===== src/rtl/simon_pkg.sv =====
// Shared constants for the Simon game datapath.
// LFSR defaults, symbol width and step counter sizing.
package simon_pkg;

    localparam int LFSR_W = 8;
    localparam logic [LFSR_W-1:0] LFSR_TAPS = 8'hB8;
    localparam logic [LFSR_W-1:0] LFSR_SEED = 8'h01;

    localparam int SYM_W = 2;

    // Longest game the step counter must represent.
    localparam int MAX_STEPS = 63;
    localparam int STEP_CNT_W = $clog2(MAX_STEPS + 1);

endpackage


===== src/rtl/lfsr_core.sv =====
// Fibonacci LFSR state register with load port.
// A zero state is forced back to SEED on a step.
module lfsr_core
    import simon_pkg::*;
#(
    parameter int WIDTH = LFSR_W,
    parameter logic [WIDTH-1:0] TAPS = LFSR_TAPS,
    parameter logic [WIDTH-1:0] SEED = LFSR_SEED
) (
    input  logic             clk,
    input  logic             reset,
    input  logic             step,
    input  logic             load,
    input  logic [WIDTH-1:0] load_val,
    output logic [WIDTH-1:0] q
);

    logic             fb;
    logic [WIDTH-1:0] shifted;
    logic             locked;

    // Feedback and shift result for the current state.
    always_comb begin
        fb      = ^(q & TAPS);
        shifted = {q[WIDTH-2:0], fb};
        locked  = (q == '0);
    end

    // State register: load wins over step; zero state recovers to SEED.
    always_ff @(posedge clk or negedge reset) begin
        if (!reset) begin
            q <= SEED;
        end else if (load) begin
            q <= load_val;
        end else if (step) begin
            q <= locked ? SEED : shifted;
        end
    end

endmodule


===== src/rtl/lfsr_seq_gen.sv =====
// Simon symbol sequence generator: LFSR plus round seed,
// control priority and saturating step counter.
module lfsr_seq_gen
    import simon_pkg::*;
#(
    parameter int WIDTH = LFSR_W,
    parameter logic [WIDTH-1:0] TAPS = LFSR_TAPS,
    parameter logic [WIDTH-1:0] SEED = LFSR_SEED,
    parameter int SYM_BITS = SYM_W,
    parameter int CNT_W = STEP_CNT_W
) (
    input  logic                clk,
    input  logic                reset,
    input  logic                enable,
    input  logic                restart,
    input  logic                reseed,
    input  logic [WIDTH-1:0]    seed_in,
    output logic [WIDTH-1:0]    q,
    output logic [SYM_BITS-1:0] sym,
    output logic [CNT_W-1:0]    step_cnt,
    output logic                step_sat
);

    logic [WIDTH-1:0] round_seed;
    logic [WIDTH-1:0] eff_seed;
    logic [WIDTH-1:0] load_val;
    logic             load;
    logic             step;

    // Control priority: reseed, then restart, then enable.
    always_comb begin
        eff_seed = (seed_in == '0) ? SEED : seed_in;
        load     = reseed | restart;
        load_val = reseed ? eff_seed : round_seed;
        step     = enable & ~load;
        sym      = q[SYM_BITS-1:0];
        step_sat = &step_cnt;
    end

    // Round seed is replaced only by reseed.
    always_ff @(posedge clk or negedge reset) begin
        if (!reset) begin
            round_seed <= SEED;
        end else if (reseed) begin
            round_seed <= eff_seed;
        end
    end

    // Step counter clears on any load and saturates at all ones.
    always_ff @(posedge clk or negedge reset) begin
        if (!reset) begin
            step_cnt <= '0;
        end else if (load) begin
            step_cnt <= '0;
        end else if (step && !step_sat) begin
            step_cnt <= step_cnt + 1'b1;
        end
    end

    lfsr_core #(
        .WIDTH (WIDTH),
        .TAPS  (TAPS),
        .SEED  (SEED)
    ) u_core (
        .clk      (clk),
        .reset    (reset),
        .step     (step),
        .load     (load),
        .load_val (load_val),
        .q        (q)
    );

endmodule


===== config.mk =====
export PLATFORM = sky130hd
export DESIGN_NAME = lfsr_seq_gen
export DESIGN_NICKNAME = d
export VERILOG_FILES = /design/src/rtl/simon_pkg.sv /design/src/rtl/lfsr_core.sv /design/src/rtl/lfsr_seq_gen.sv
export SDC_FILE = /design/constraint.sdc
export NUM_CORES = 1
export LEC_CHECK = 0
export ABC_AREA = 1
export CAP_MARGIN = 20
export CORE_MARGIN = 8
export CORE_UTILIZATION = 51
export CTS_CLUSTER_SIZE = 40
export DETAILED_ROUTE_END_ITERATION = 16
export PLACE_DENSITY = 0.94
export REMOVE_ABC_BUFFERS = 1
export SKIP_LAST_GASP = 1
export SYNTH_ARGS = -nofsm -noshare
export SYNTH_HDL_FRONTEND = slang
export SYNTH_SLANG_ARGS = --single-unit

===== constraint.sdc =====
create_clock -name clk -period 3.25 [get_ports clk]
set_clock_uncertainty 0.05 [all_clocks]
set_input_delay 0.325 -clock clk [delete_from_list [all_inputs] [get_ports clk]]
set_output_delay 0.325 -clock clk [all_outputs]
set_load 0.05 [all_outputs]

Yosys cells after proc, flatten, opt, wreduce, memory -nomap -nowiden
Index checks and enable logic that the tools add are counted.
Cells by class
  $add $sub $neg: 1
  muxes and demuxes: 7
  bitwise logic cells: 3
  reductions and logical operators: 8
Operators by type and width (number)
  $mux W8: 5
  $logic_not A8 Y1: 2
  $mux W6: 2
  $reduce_xor A8 Y1: 1
  $add A6 B1 Y6 const B: 1
  $reduce_and A6 Y1: 1
  $reduce_bool A2 Y1: 2
  $and A1 B1 Y1: 1
  $logic_and A1 B1 Y1: 1
  $logic_not A1 Y1: 1
  $not A1 Y1: 1
  $or A1 B1 Y1: 1
Storage, ports and cells
  bits in registers: 22
  input port bits: 13
  output and inout port bits: 17
  word-level logic and storage cells: 22

Longest topological paths before layout
Gate-level depths: netlist of the first run.
  word-level depth: 6
  gate-level depth with buffers: 9
  gate-level depth less buffers: 9

Hierarchy
Synthesis of the first run repeated with hierarchy kept, for this count alone.
Second synthesis, totals
  cell total of the unflattened synthesis: 155
  area total of the unflattened synthesis: 1182.4 um^2
Modules (own cells, without submodules)
  lfsr_seq_gen: times used 1, cells an instance 93, area each 719.4 um^2, sequential area each 351.6 um^2
  lfsr_core: times used 1, cells an instance 62, area each 462.9 um^2, sequential area each 201.4 um^2

Least setup slack after synthesis of the first run
OpenSTA, ideal clock, no wires.
  path kind: register to register
  start point: register step_cnt[0]
  end point: register step_cnt[5]
  library setup time: 0.129 ns
  arrival time: 1.995 ns
  setup slack: 1.076 ns
  cell stages (with the launch flop): 7
  buffers on the path: 0
  clock period less this slack: 2.174 ns
  cells stage by stage: dfrtp_1 -> ha_1 -> nand3_2 -> nor2_2 -> nor2_2 -> nor2_2 -> o21ai_0
On the way
  longest elaborated chain between the ends: 4
RTL lines
  start: declaration: RTL line lfsr_seq_gen.sv:20  | output logic [CNT_W-1:0] step_cnt,
  start signal: assignment: RTL line lfsr_seq_gen.sv:56  | step_cnt <= step_cnt + 1'b1;
  $reduce_and A6 Y1: RTL line lfsr_seq_gen.sv:37  | step_sat = &step_cnt;
  net step_sat: RTL line lfsr_seq_gen.sv:21  | output logic step_sat
  $logic_not A1 Y1: RTL line lfsr_seq_gen.sv:55  | end else if (step && !step_sat) begin
  $logic_and A1 B1 Y1: RTL line lfsr_seq_gen.sv:55
  $reduce_bool A2 Y1 (no line)
The timed path passes the listed nets, and every way through them passes these cells. The select of a mux whose other input is x is not followed.
A chain may end at the register's enable or synchronous reset.

Final worst setup path of the first run
  start point: register step_cnt[0]
  end point: output port step_sat
On the way
  longest elaborated chain between the ends: 1
RTL lines (RTL line)
  $reduce_and A6 Y1: lfsr_seq_gen.sv:37
  end: declaration: lfsr_seq_gen.sv:21
Every way passes these cells.

==> results of run 1 <==
-- sequential cells by signal, indices dropped and copies added, names as in the netlist --
signal and cells:
round_seed 8, u_core.q 8, step_cnt 6
-- logic make-up after synthesis --
kind of cell,after synthesis
adders and majority gates,2
buffers and inverters,21
DFF,22
and+or+nand+nor,80
AOI/OAI and AO/OA,15
xor gates and xnor gates,1
-- synth_stat cells (all sizes together), types with 2 or more instances --
cell type,instances
nand3,13
buf,3
o221ai,4
inv,18
nand2,51
o21ai,7
nor2,12
dfstp,2
a21oi,2
dfrtp,20
o211ai,2
ha,2
-- where the power goes --
| part | switching [mW] | internal (mW) | leakage, nW |
|---|---|---|---|
| logic | 0.121 | 0.0654 | 0.399 |
| registers | 0.0147 | 0.297 | 0.276 |
| clock network | 0.0830 | 0.0434 | 0.0138 |
| total | 0.219 | 0.406 | 0.689 |
-- stage by stage --
stage	area [µm²]	hold WS, ns	utilization, %	power (mW)
2_1_floorplan	1107	-0.02059	-	0.4284
3_3_place_gp	1433	0.4039	66.69	0.4962
3_5_place_dp	1433	0.4104	66.69	0.5017
4_1_cts	1455	0.4435	67.73	0.6258
5_1_grt	1470	0.3061	68.43	0.6548
6_report	1470	0.2751	68.43	0.6250
-- worst max-delay path, stage by stage (launching register included) --
cell                              delay, ns
sky130_fd_sc_hd__dfrtp_1               0.48
sky130_fd_sc_hd__ha_1                  0.27
sky130_fd_sc_hd__nand3_2               0.12
sky130_fd_sc_hd__nor2_2                0.13
sky130_fd_sc_hd__clkdlybuf4s50_1       0.82
-- layer usage --
metal / vias to the layer above / global-route usage [%]
li1: 512 / -
met5: - / 0
met4: 0 / 5.983
met1: 495 / 15.58
met2: 35 / 24.58
met3: 5 / 3.357
-- cells in the final DEF, fill, tap and decap left out --
cell type and count:
sky130_fd_sc_hd__o211ai_1 2, sky130_fd_sc_hd__dfstp_2 2, sky130_fd_sc_hd__nor2_4 1, sky130_fd_sc_hd__o221ai_1 3, sky130_fd_sc_hd__nand4_1 1, sky130_fd_sc_hd__clkdlybuf4s50_1 29
sky130_fd_sc_hd__nor2_2 3, sky130_fd_sc_hd__dfrtp_1 20, sky130_fd_sc_hd__or2_2 1, sky130_fd_sc_hd__clkbuf_4 3, sky130_fd_sc_hd__o221ai_2 1, sky130_fd_sc_hd__nand2_1 51
sky130_fd_sc_hd__nand3_1 12, sky130_fd_sc_hd__a21oi_1 2, sky130_fd_sc_hd__and2_1 1, sky130_fd_sc_hd__xor2_1 1, sky130_fd_sc_hd__inv_2 2, sky130_fd_sc_hd__nor2_1 8
sky130_fd_sc_hd__nand3b_1 1, sky130_fd_sc_hd__o21ai_1 2, sky130_fd_sc_hd__ha_1 2, sky130_fd_sc_hd__o21ai_2 1, sky130_fd_sc_hd__inv_1 16, sky130_fd_sc_hd__nand3_2 1
sky130_fd_sc_hd__o21ai_0 4, sky130_fd_sc_hd__buf_8 1
-- cell type report --
type / count / area, µm²
fill: 174 / 678.2
sequential: 22 / 553.0
clock buffer: 3 / 22.52
timing repair buffer: 30 / 305.3
multi-input combinational: 98 / 486.7
inverter: 18 / 67.56
tap: 28 / 35.03
-- how the worst max path moves through the flow --
stage | cells after the start | to | slack [ns] | startpoint
floorplan | 6 | step_cnt[5] | 1.08 | step_cnt[0]
global placement | 4 | step_sat | 1.18 | step_cnt[0]
detailed placement | 4 | step_sat | 1.09 | step_cnt[0]
CTS | 4 | step_sat | 0.73 | step_cnt[0]
global route | 4 | step_sat | 0.64 | step_cnt[0]
finish | 4 | step_sat | 0.74 | step_cnt[0]
==> results.sh, run 1 <==
export IMPL_achievable_frequency_ghz=0.3977
export IMPL_cts_repair_resized=0
export IMPL_avgViaCountPerCell=5.261
export IMPL_regToRegEndpoint="step_cnt[0]"
export IMPL_number_of_search_and_repair_iterations_in_the_first_detailed_routing_pass=4
export IMPL_worst_setup_hold_path_clk_slew_ns=0.12
export IMPL_drt_drc_violations_left=0
export IMPL_core_um2=2148
export IMPL_initial_utilization_pct=52.77
export IMPL_h_tree_depth=1
export IMPL_synth_lib_cells_used_distinct=25
export IMPL_io_buffers=29
export IMPL_clockRootBuffer="sky130_fd_sc_hd__clkbuf_4"
export IMPL_post_synth_and_or_nand_nor_area_fraction_pct=30.68
export IMPL_timing_max_slew_rel_slack_pct=66.50
export IMPL_unrepaired_setup_endpoints_after_global_routing="no"
export IMPL_die_y_um=63.15
export IMPL_synth_sequential_area_ratio_pct=48.79
export IMPL_globalRoute_totalOverflow=0
export IMPL_net_count_of_the_finished_layout=188
export IMPL_drt_wirelength_per_cell_um=13.61
export IMPL_drive_above_1_share_pct=9.357
export IMPL_detailed_place_hpwl_mm=2.100
export IMPL_critical_path_peak_fanout=7
export IMPL_post_detailed_routing_wire_length_mm=2.709
export IMPL_yosys_area_top_type_share_pct=44.15
export IMPL_detail_route_antenna_nets=0
export IMPL_numCtsBuffers=3
export IMPL_place_gp_congestion=0.8667
export IMPL_tritoncts_num_sinks=22
export IMPL_fin_crit_ns=2.514
export IMPL_die_width_um=63.15
export IMPL_routed_wl_met3_um=159
export IMPL_worst_hold_path_type="in2async"
export IMPL_netlist_top_cell_by_area="sky130_fd_sc_hd__dfrtp_1"
export IMPL_grt_pass1_vias=1105
export IMPL_met2WireLength_mm=1.340
export IMPL_critical_path_arrival_ns=2.14
export IMPL_routedLengthMet1_mm=1.157
export IMPL_track_usage_pct=13.97
export IMPL_syn2layout_area_growth_pct=29.69
export IMPL_critPathLaunchType="flip-flop"
export IMPL_num_rows=17
export IMPL_ys_top_cells_by_area="sky130_fd_sc_hd__dfrtp_1, sky130_fd_sc_hd__nand2_1, sky130_fd_sc_hd__nand3_1"
export IMPL_holdBufCountCts=0
export IMPL_maxCapViolCount=0
export IMPL_power_leakage_nw=0.6890
export IMPL_synth_top_family_by_area="simple AND/OR/NAND/NOR gates"
export IMPL_cell_area_power_density_nw_per_um2=425.1
export IMPL_drt_iter0_drc=50
export IMPL_r2r_worst_path_cells=7
export IMPL_cts_post_setup_buffers_inserted=0
export IMPL_asyncSetResetFlopFracSynth_pct=100.0
export IMPL_timing_worst_slew_pin_value_ns=0.5010
export IMPL_insertion_delay_ns=0.31
export IMPL_timing_hold_violations_final=0
export IMPL_synth_edf_count=0
export IMPL_synth_xor_xnor_area_share_pct=0.7726
export IMPL_syn_avg_cell_area_um2=8.040
export IMPL_highest_layer_used_for_signal_routing="met4"
export IMPL_synth_area_in_compound_gates_pct=9.272
export IMPL_slew_violations=0
export IMPL_synthMuxAreaShare_pct=0
export IMPL_detailedPlace_worstSlack_ns=1.088
export IMPL_postSynth_topFlopCell="sky130_fd_sc_hd__dfrtp_1"
export IMPL_synthesis_area_um2=1134
export IMPL_r2r_start="step_cnt[0]"
export IMPL_synthCells=141
export IMPL_timing_final_ws_setup_ns=0.7357
export IMPL_layoutNonFillerInstCount=199
export IMPL_grt_start_max_net_pins=23
export IMPL_outcome="complete, no violations"
export IMPL_required_ns=2.87
export IMPL_antennaDiodeCount=0
export IMPL_timing_final_crit_share_pct=77.36
export IMPL_endpoint_kind="output pin"
export IMPL_setup_violations=0
export IMPL_fp_dieArea_um2=3987
export IMPL_ys_ff_latch=22
export IMPL_grt_pass1_wl_mm=4.719
export IMPL_peak_supply_drop_v=0.0002954
export IMPL_clockBufferDepth=2
export IMPL_fin_tns_setup_ns=0
export IMPL_post_synth_fa_ha_maj_area_fraction_pct=2.208
export IMPL_post_place_cells=195
export IMPL_path_class="reg2out"
export IMPL_setup_reg_to_reg_worst_slack_ns=1.69
export IMPL_yosys_warnings=0
export IMPL_antenna_found_initial=0
export IMPL_cts_tree="built"
export IMPL_design_portCount=30
export IMPL_count_of_vias_placed_by_the_detailed_router=1047
Power figures use the tool's default switching activity.
==> inputs of run 2 (changes only) <==
--- a/config.mk
+++ b/config.mk
@@ -8,10 +8,10 @@
 export ABC_AREA = 1
 export CAP_MARGIN = 20
 export CORE_MARGIN = 8
-export CORE_UTILIZATION = 51
+export CORE_UTILIZATION = 47
 export CTS_CLUSTER_SIZE = 40
 export DETAILED_ROUTE_END_ITERATION = 16
-export PLACE_DENSITY = 0.94
+export PLACE_DENSITY = 0.89
 export REMOVE_ABC_BUFFERS = 1
 export SKIP_LAST_GASP = 1
 export SYNTH_ARGS = -nofsm -noshare
==> constraint.sdc (replaced) <==
create_clock -name clk -period 2.5 [get_ports clk]
set_clock_uncertainty 0.05 [all_clocks]
set_input_delay 0.25 -clock clk [delete_from_list [all_inputs] [get_ports clk]]
set_output_delay 0.25 -clock clk [all_outputs]
set_load 0.05 [all_outputs]
==> results.sh, run 2 (same netlist as run 1, synthesis figures left out) <==
export IMPL_initial_utilization_pct=50.28
export IMPL_grt_pass1_wl_mm=4.981
export IMPL_track_usage_pct=14.54
export IMPL_drive_above_1_share_pct=9.884
export IMPL_layout_cells_most_common="sky130_fd_sc_hd__nand2_1"
export IMPL_io_buffers=29
export IMPL_drt_iter0_drc=53
export IMPL_worst_setup_hold_path_clk_slew_ns=0.13
export IMPL_clockRootBuffer="sky130_fd_sc_hd__clkbuf_4"
export IMPL_tritoncts_num_sinks=22
export IMPL_number_of_search_and_repair_iterations_in_the_first_detailed_routing_pass=4
export IMPL_detailed_place_hpwl_mm=2.214
export IMPL_unrepaired_setup_endpoints_after_global_routing="no"
export IMPL_largestRegisters="round_seed (8), u_core.q (8), step_cnt (6)"
export IMPL_net_sw_power_mw=0.2882
export IMPL_post_detailed_routing_wire_length_mm=2.881
export IMPL_switching_share_pct=34.02
export IMPL_timing_max_slew_rel_slack_pct=65.30
export IMPL_count_of_vias_placed_by_the_detailed_router=1048
export IMPL_layout_common_cells="sky130_fd_sc_hd__nand2_1, sky130_fd_sc_hd__clkdlybuf4s50_1, sky130_fd_sc_hd__dfrtp_1"
export IMPL_seq_power_share_pct=47.8
export IMPL_regToRegEndpoint="step_cnt[5]"
export IMPL_combPwrFrac_pct=28.6
export IMPL_endpoint_kind="output pin"
export IMPL_antennaDiodeCount=0
export IMPL_net_count_of_the_finished_layout=188
export IMPL_fin_crit_ns=2.024
export IMPL_clockBufferDepth=2
export IMPL_internal_power_mw=0.5591
export IMPL_core_um2=2255
export IMPL_die_y_um=65.11
export IMPL_slew_violations=0
export IMPL_drt_wirelength_per_cell_um=14.41
export IMPL_drt_drc_violations_left=0
export IMPL_syn2layout_area_growth_pct=30.46
export IMPL_peak_supply_drop_v=0.0003895
export IMPL_required_ns=2.20
export IMPL_outcome="complete, no violations"
export IMPL_timing_hold_violations_final=0
export IMPL_whs_ns=0.2499
export IMPL_fp_dieArea_um2=4239
export IMPL_critical_path_arrival_ns=1.72
export IMPL_timing_final_crit_share_pct=80.96
export IMPL_grt_pass1_vias=1103
export IMPL_path_class="reg2out"
export IMPL_r2r_worst_path_cells=7
export IMPL_place_gp_congestion=0.9154
export IMPL_maxCapViolCount=0
export IMPL_fill_cells=196
export IMPL_num_rows=17
export IMPL_grt_start_max_net_pins=23
export IMPL_timing_worst_slew_pin_value_ns=0.5189
export IMPL_cell_area_power_density_nw_per_um2=572.9
export IMPL_antenna_found_initial=0
export IMPL_numCtsBuffers=3
export IMPL_fin_tns_setup_ns=0
export IMPL_setup_reg_to_reg_worst_slack_ns=0.96
export IMPL_power_clock_fraction_pct=23.6
export IMPL_achievable_frequency_ghz=0.4941
export IMPL_globalRoute_totalOverflow=0
export IMPL_design_portCount=30
export IMPL_avgViaCountPerCell=5.240
export IMPL_cts_tree="built"
export IMPL_worst_hold_path_type="in2async"
export IMPL_die_width_um=65.11
export IMPL_detail_route_antenna_nets=0
export IMPL_h_tree_depth=1
export IMPL_r2r_start="step_cnt[0]"
export IMPL_setup_violations=0
export IMPL_critical_path_peak_fanout=7
export IMPL_insertion_delay_ns=0.32
export IMPL_critPathLaunchType="flip-flop"
export IMPL_holdBufCountCts=0
export IMPL_power_leakage_nw=0.7123
[run 2: cell types whose count changed in the layout (fill, tap and decap cells not counted)]
| cell | delta |
|---|---|
| sky130_fd_sc_hd__dlymetal6s2s_1 | +1 |
| sky130_fd_sc_hd__buf_8 | -1 |
| sky130_fd_sc_hd__clkbuf_8 | +1 |
| sky130_fd_sc_hd__clkdlybuf4s50_1 | -1 |
| sky130_fd_sc_hd__buf_4 | +1 |
[run 2: final cells by class]
type	count	area [µm²]	share of cell area, %
well taps	28	35.03	2.369
clock buffers	4	36.28	2.453
inverters	18	67.56	4.569
multi-input cells	98	486.7	32.91
repair buffers	30	300.3	20.30
flip-flops and latches	22	553.0	37.39
[run 2: timing repair]
action / in CTS / in global routing
buffers inserted: 0 / 0
endpoints found under the setup margin: 0 / 1
resized for setup: 0 / 1
[run 2: worst max-delay path by stage]
| stage | start | to | slack, ns |
|---|---|---|---|
| after detailed placement | step_cnt[0] | step_sat | 0.46 |
| after CTS | step_cnt[0] | step_sat | 0.08 |
| final | step_cnt[0] | step_sat | 0.48 |
| after global placement | step_cnt[0] | step_sat | 0.49 |
| after global routing | step_cnt[0] | step_sat | 0.38 |
| after floorplan | step_cnt[0] | step_cnt[5] | 0.33 |
[run 2: through the flow]
| stage | area, µm² | utilization (%) | std cells | setup WS, ns | total power, mW |
|---|---|---|---|---|---|
| 4_1_cts | 1476 | 65.48 | 200 | 0.08389 | 0.8502 |
| 5_1_grt | 1479 | 65.59 | 200 | 0.3833 | 0.8831 |
| 3_3_place_gp | 1440 | 63.87 | 196 | 0.4949 | 0.6442 |
| 2_1_floorplan | 1107 | - | 138 | 0.3259 | 0.5569 |
| 6_report | 1479 | 65.59 | 200 | 0.4760 | 0.8473 |
| 3_5_place_dp | 1440 | 63.87 | 196 | 0.4578 | 0.6531 |
[run 2: critical path, cell delays in order (launching register included)]
cell	delay, ns
sky130_fd_sc_hd__dfrtp_1	0.48
sky130_fd_sc_hd__ha_1	0.25
sky130_fd_sc_hd__nand3_2	0.11
sky130_fd_sc_hd__nor2_2	0.13
sky130_fd_sc_hd__dlymetal6s2s_1	0.44
[run 2: layer usage]
metal	global-route usage (%)	vias up	wire length, µm
met4	8.719	0	76
met1	17.28	491	1189
met5	0	-	0
met3	2.881	7	182
li1	-	517	-
met2	23.85	33	1433
[run 2: power groups by stage]
| stage | Combinational, mW | Clock, mW | Sequential, mW |
|---|---|---|---|
| floorplan | 0.0743 | 0 | 0.483 |
| global placement | 0.234 | 0 | 0.410 |
| detailed placement | 0.241 | 0 | 0.412 |
| CTS | 0.243 | 0.202 | 0.405 |
| global route | 0.259 | 0.215 | 0.409 |
| finish | 0.242 | 0.200 | 0.405 |
==> inputs of run 3 (changes only) <==
==> constraint.sdc (replaced) <==
create_clock -name clk -period 1.9 [get_ports clk]
set_clock_uncertainty 0.05 [all_clocks]
set_input_delay 0.19 -clock clk [delete_from_list [all_inputs] [get_ports clk]]
set_output_delay 0.19 -clock clk [all_outputs]
set_load 0.05 [all_outputs]
==> results.sh, run 3 (same netlist as run 1, synthesis figures left out) <==
export IMPL_outcome="complete, no violations"
export IMPL_layout_cells_most_common="sky130_fd_sc_hd__nand2_1"
export IMPL_cts_repair_resized=0
export IMPL_critical_path_peak_fanout=5
export IMPL_initial_utilization_pct=50.28
export IMPL_setup_violations=0
export IMPL_seq_power_share_pct=50.8
export IMPL_clockBufferDepth=2
export IMPL_endpoint_kind="output pin"
export IMPL_grt_busiest_layer="met2"
export IMPL_unrepaired_setup_endpoints_after_global_routing="no"
export IMPL_peak_supply_drop_v=0.0006007
export IMPL_antennaDiodeCount=0
export IMPL_fill_cells=199
export IMPL_clockRootBuffer="sky130_fd_sc_hd__clkbuf_4"
export IMPL_fin_crit_ns=1.836
export IMPL_whs_ns=0.1654
export IMPL_net_sw_power_mw=0.3580
export IMPL_layout_common_cells="sky130_fd_sc_hd__nand2_1, sky130_fd_sc_hd__clkdlybuf4s50_1, sky130_fd_sc_hd__dfrtp_1"
export IMPL_net_count_of_the_finished_layout=188
export IMPL_cts_post_setup_buffers_inserted=0
export IMPL_holdBufCountCts=0
export IMPL_achievable_frequency_ghz=0.5446
export IMPL_tritoncts_num_sinks=22
export IMPL_timing_max_slew_rel_slack_pct=66.14
export IMPL_detailed_place_hpwl_mm=2.139
export IMPL_globalRoute_totalOverflow=0
export IMPL_cts_tree="built"
export IMPL_antenna_found_initial=0
export IMPL_count_of_vias_placed_by_the_detailed_router=1032
export IMPL_timing_critical_path_buf_inv=1
export IMPL_die_width_um=65.11
export IMPL_core_um2=2255
export IMPL_largestRegisters="round_seed (8), u_core.q (8), step_cnt (6)"
export IMPL_power_clock_fraction_pct=19.4
export IMPL_postLayoutCellArea_um2=1465
export IMPL_global_route_usage_met1_pct=16.68
export IMPL_die_y_um=65.11
export IMPL_required_ns=1.66
export IMPL_place_gp_congestion=0.9465
export IMPL_worst_path_dominant_cell_family="buffers and inverters"
export IMPL_insertion_delay_ns=0.30
export IMPL_grt_pass1_vias=1040
export IMPL_critical_path_arrival_ns=1.60
export IMPL_drt_wirelength_per_cell_um=13.32
export IMPL_num_rows=17
export IMPL_drt_drc_violations_left=0
export IMPL_drive_above_1_share_pct=11.70
export IMPL_fp_dieArea_um2=4239
export IMPL_worst_hold_path_type="in2async"
export IMPL_numCtsBuffers=3
export IMPL_timing_final_ws_setup_ns=0.06391
export IMPL_timing_hold_violations_final=0
export IMPL_worst_setup_hold_path_clk_slew_ns=0.11
export IMPL_timing_final_crit_share_pct=96.64
export IMPL_post_dp_cell_area_um2=1443
export IMPL_cpMaxStageDelayCell="sky130_fd_sc_hd__clkdlybuf4s50_1"
export IMPL_syn2layout_area_growth_pct=29.25
export IMPL_design_portCount=30
export IMPL_critPathLaunchType="flip-flop"
export IMPL_cell_area_power_density_nw_per_um2=715.2
export IMPL_crit_path_cell_trace="clkdlybuf4s50_1"
export IMPL_worst_path_largest_cell_delay_ns=0.84
export IMPL_drt_iter0_drc=85
export IMPL_detail_route_antenna_nets=0
export IMPL_combPwrFrac_pct=29.7
export IMPL_timing_worst_slew_pin_value_ns=0.5063
export IMPL_number_of_search_and_repair_iterations_in_the_first_detailed_routing_pass=4
export IMPL_maxCapViolCount=0
export IMPL_switching_share_pct=34.16
export IMPL_path_class="reg2out"
export IMPL_post_detailed_routing_wire_length_mm=2.651
export IMPL_h_tree_depth=1
export IMPL_avgViaCountPerCell=5.186
export IMPL_slew_violations=0
export IMPL_io_buffers=29
export IMPL_gr_usage_met3_pct=2.712
export IMPL_grt_use_met2_pct=20.99
export IMPL_grt_pass1_wl_mm=4.595
export IMPL_detailedPlace_worstSlack_ns=0.1765
export IMPL_internal_power_mw=0.6899
export IMPL_power_leakage_nw=0.6946
export IMPL_track_usage_pct=13.42
export IMPL_grt_start_max_net_pins=23
[run 3: cell types whose count changed in the layout (fill, tap and decap cells not counted), sizes merged]
cell / previous run / this run
clkbuf: 4 / 3
dlymetal6s2s: 1 / 0
buf: 1 / 5
clkdlybuf4s50: 28 / 25
[run 3: cell type report]
class	instances	area [µm²]	area share (%)
sequential	22	553.0	37.75
multi-input combinational	98	486.7	33.22
timing repair buffer	30	300.3	20.50
inverter	18	67.56	4.611
tap	28	35.03	2.391
clock buffer	3	22.52	1.537
[run 3: power by group through the flow]
| stage | registers (mW) | logic, mW | clock network, mW |
|---|---|---|---|
| after global placement | 0.540 | 0.306 | 0 |
| after global routing | 0.539 | 0.341 | 0.227 |
| after CTS | 0.533 | 0.314 | 0.207 |
| after detailed placement | 0.542 | 0.313 | 0 |
| after floorplan | 0.635 | 0.0978 | 0 |
| final | 0.533 | 0.312 | 0.204 |
[run 3: path summary, 6_finish.rpt]
check,start,cells after the start,endpoint,slack [ns]
worst min-delay path,reset,2,round_seed[2],0.17
max in group asynchronous,reset,2,u_core.q[0],1.35
min in group clk,seed_in[5],3,round_seed[5],0.41
worst max register to register,step_cnt[0],6,step_cnt[5],0.32
worst max-delay path,step_cnt[3],1,step_cnt[3],0.06
worst min register to register,round_seed[5],2,round_seed[5],0.44
[run 3: per-layer routing]
layer | part of all wire, % | wire (µm) | vias to the layer above
met4 | 2.8 | 75 | 0
li1 | - | - | 515
met3 | 5.7 | 152 | 8
met5 | 0 | 0 | -
met1 | 43 | 1146 | 472
met2 | 48 | 1276 | 37
[run 3: through the flow]
step	utilization (%)	setup TNS [ns]	power, mW	instances
3_5_place_dp	63.98	0	0.8545	196
4_1_cts	64.98	0	1.054	199
5_1_grt	64.98	0	1.107	199
3_3_place_gp	63.98	0	0.8463	196
6_report	64.98	0	1.048	199
2_1_floorplan	-	-1.352	0.7328	138
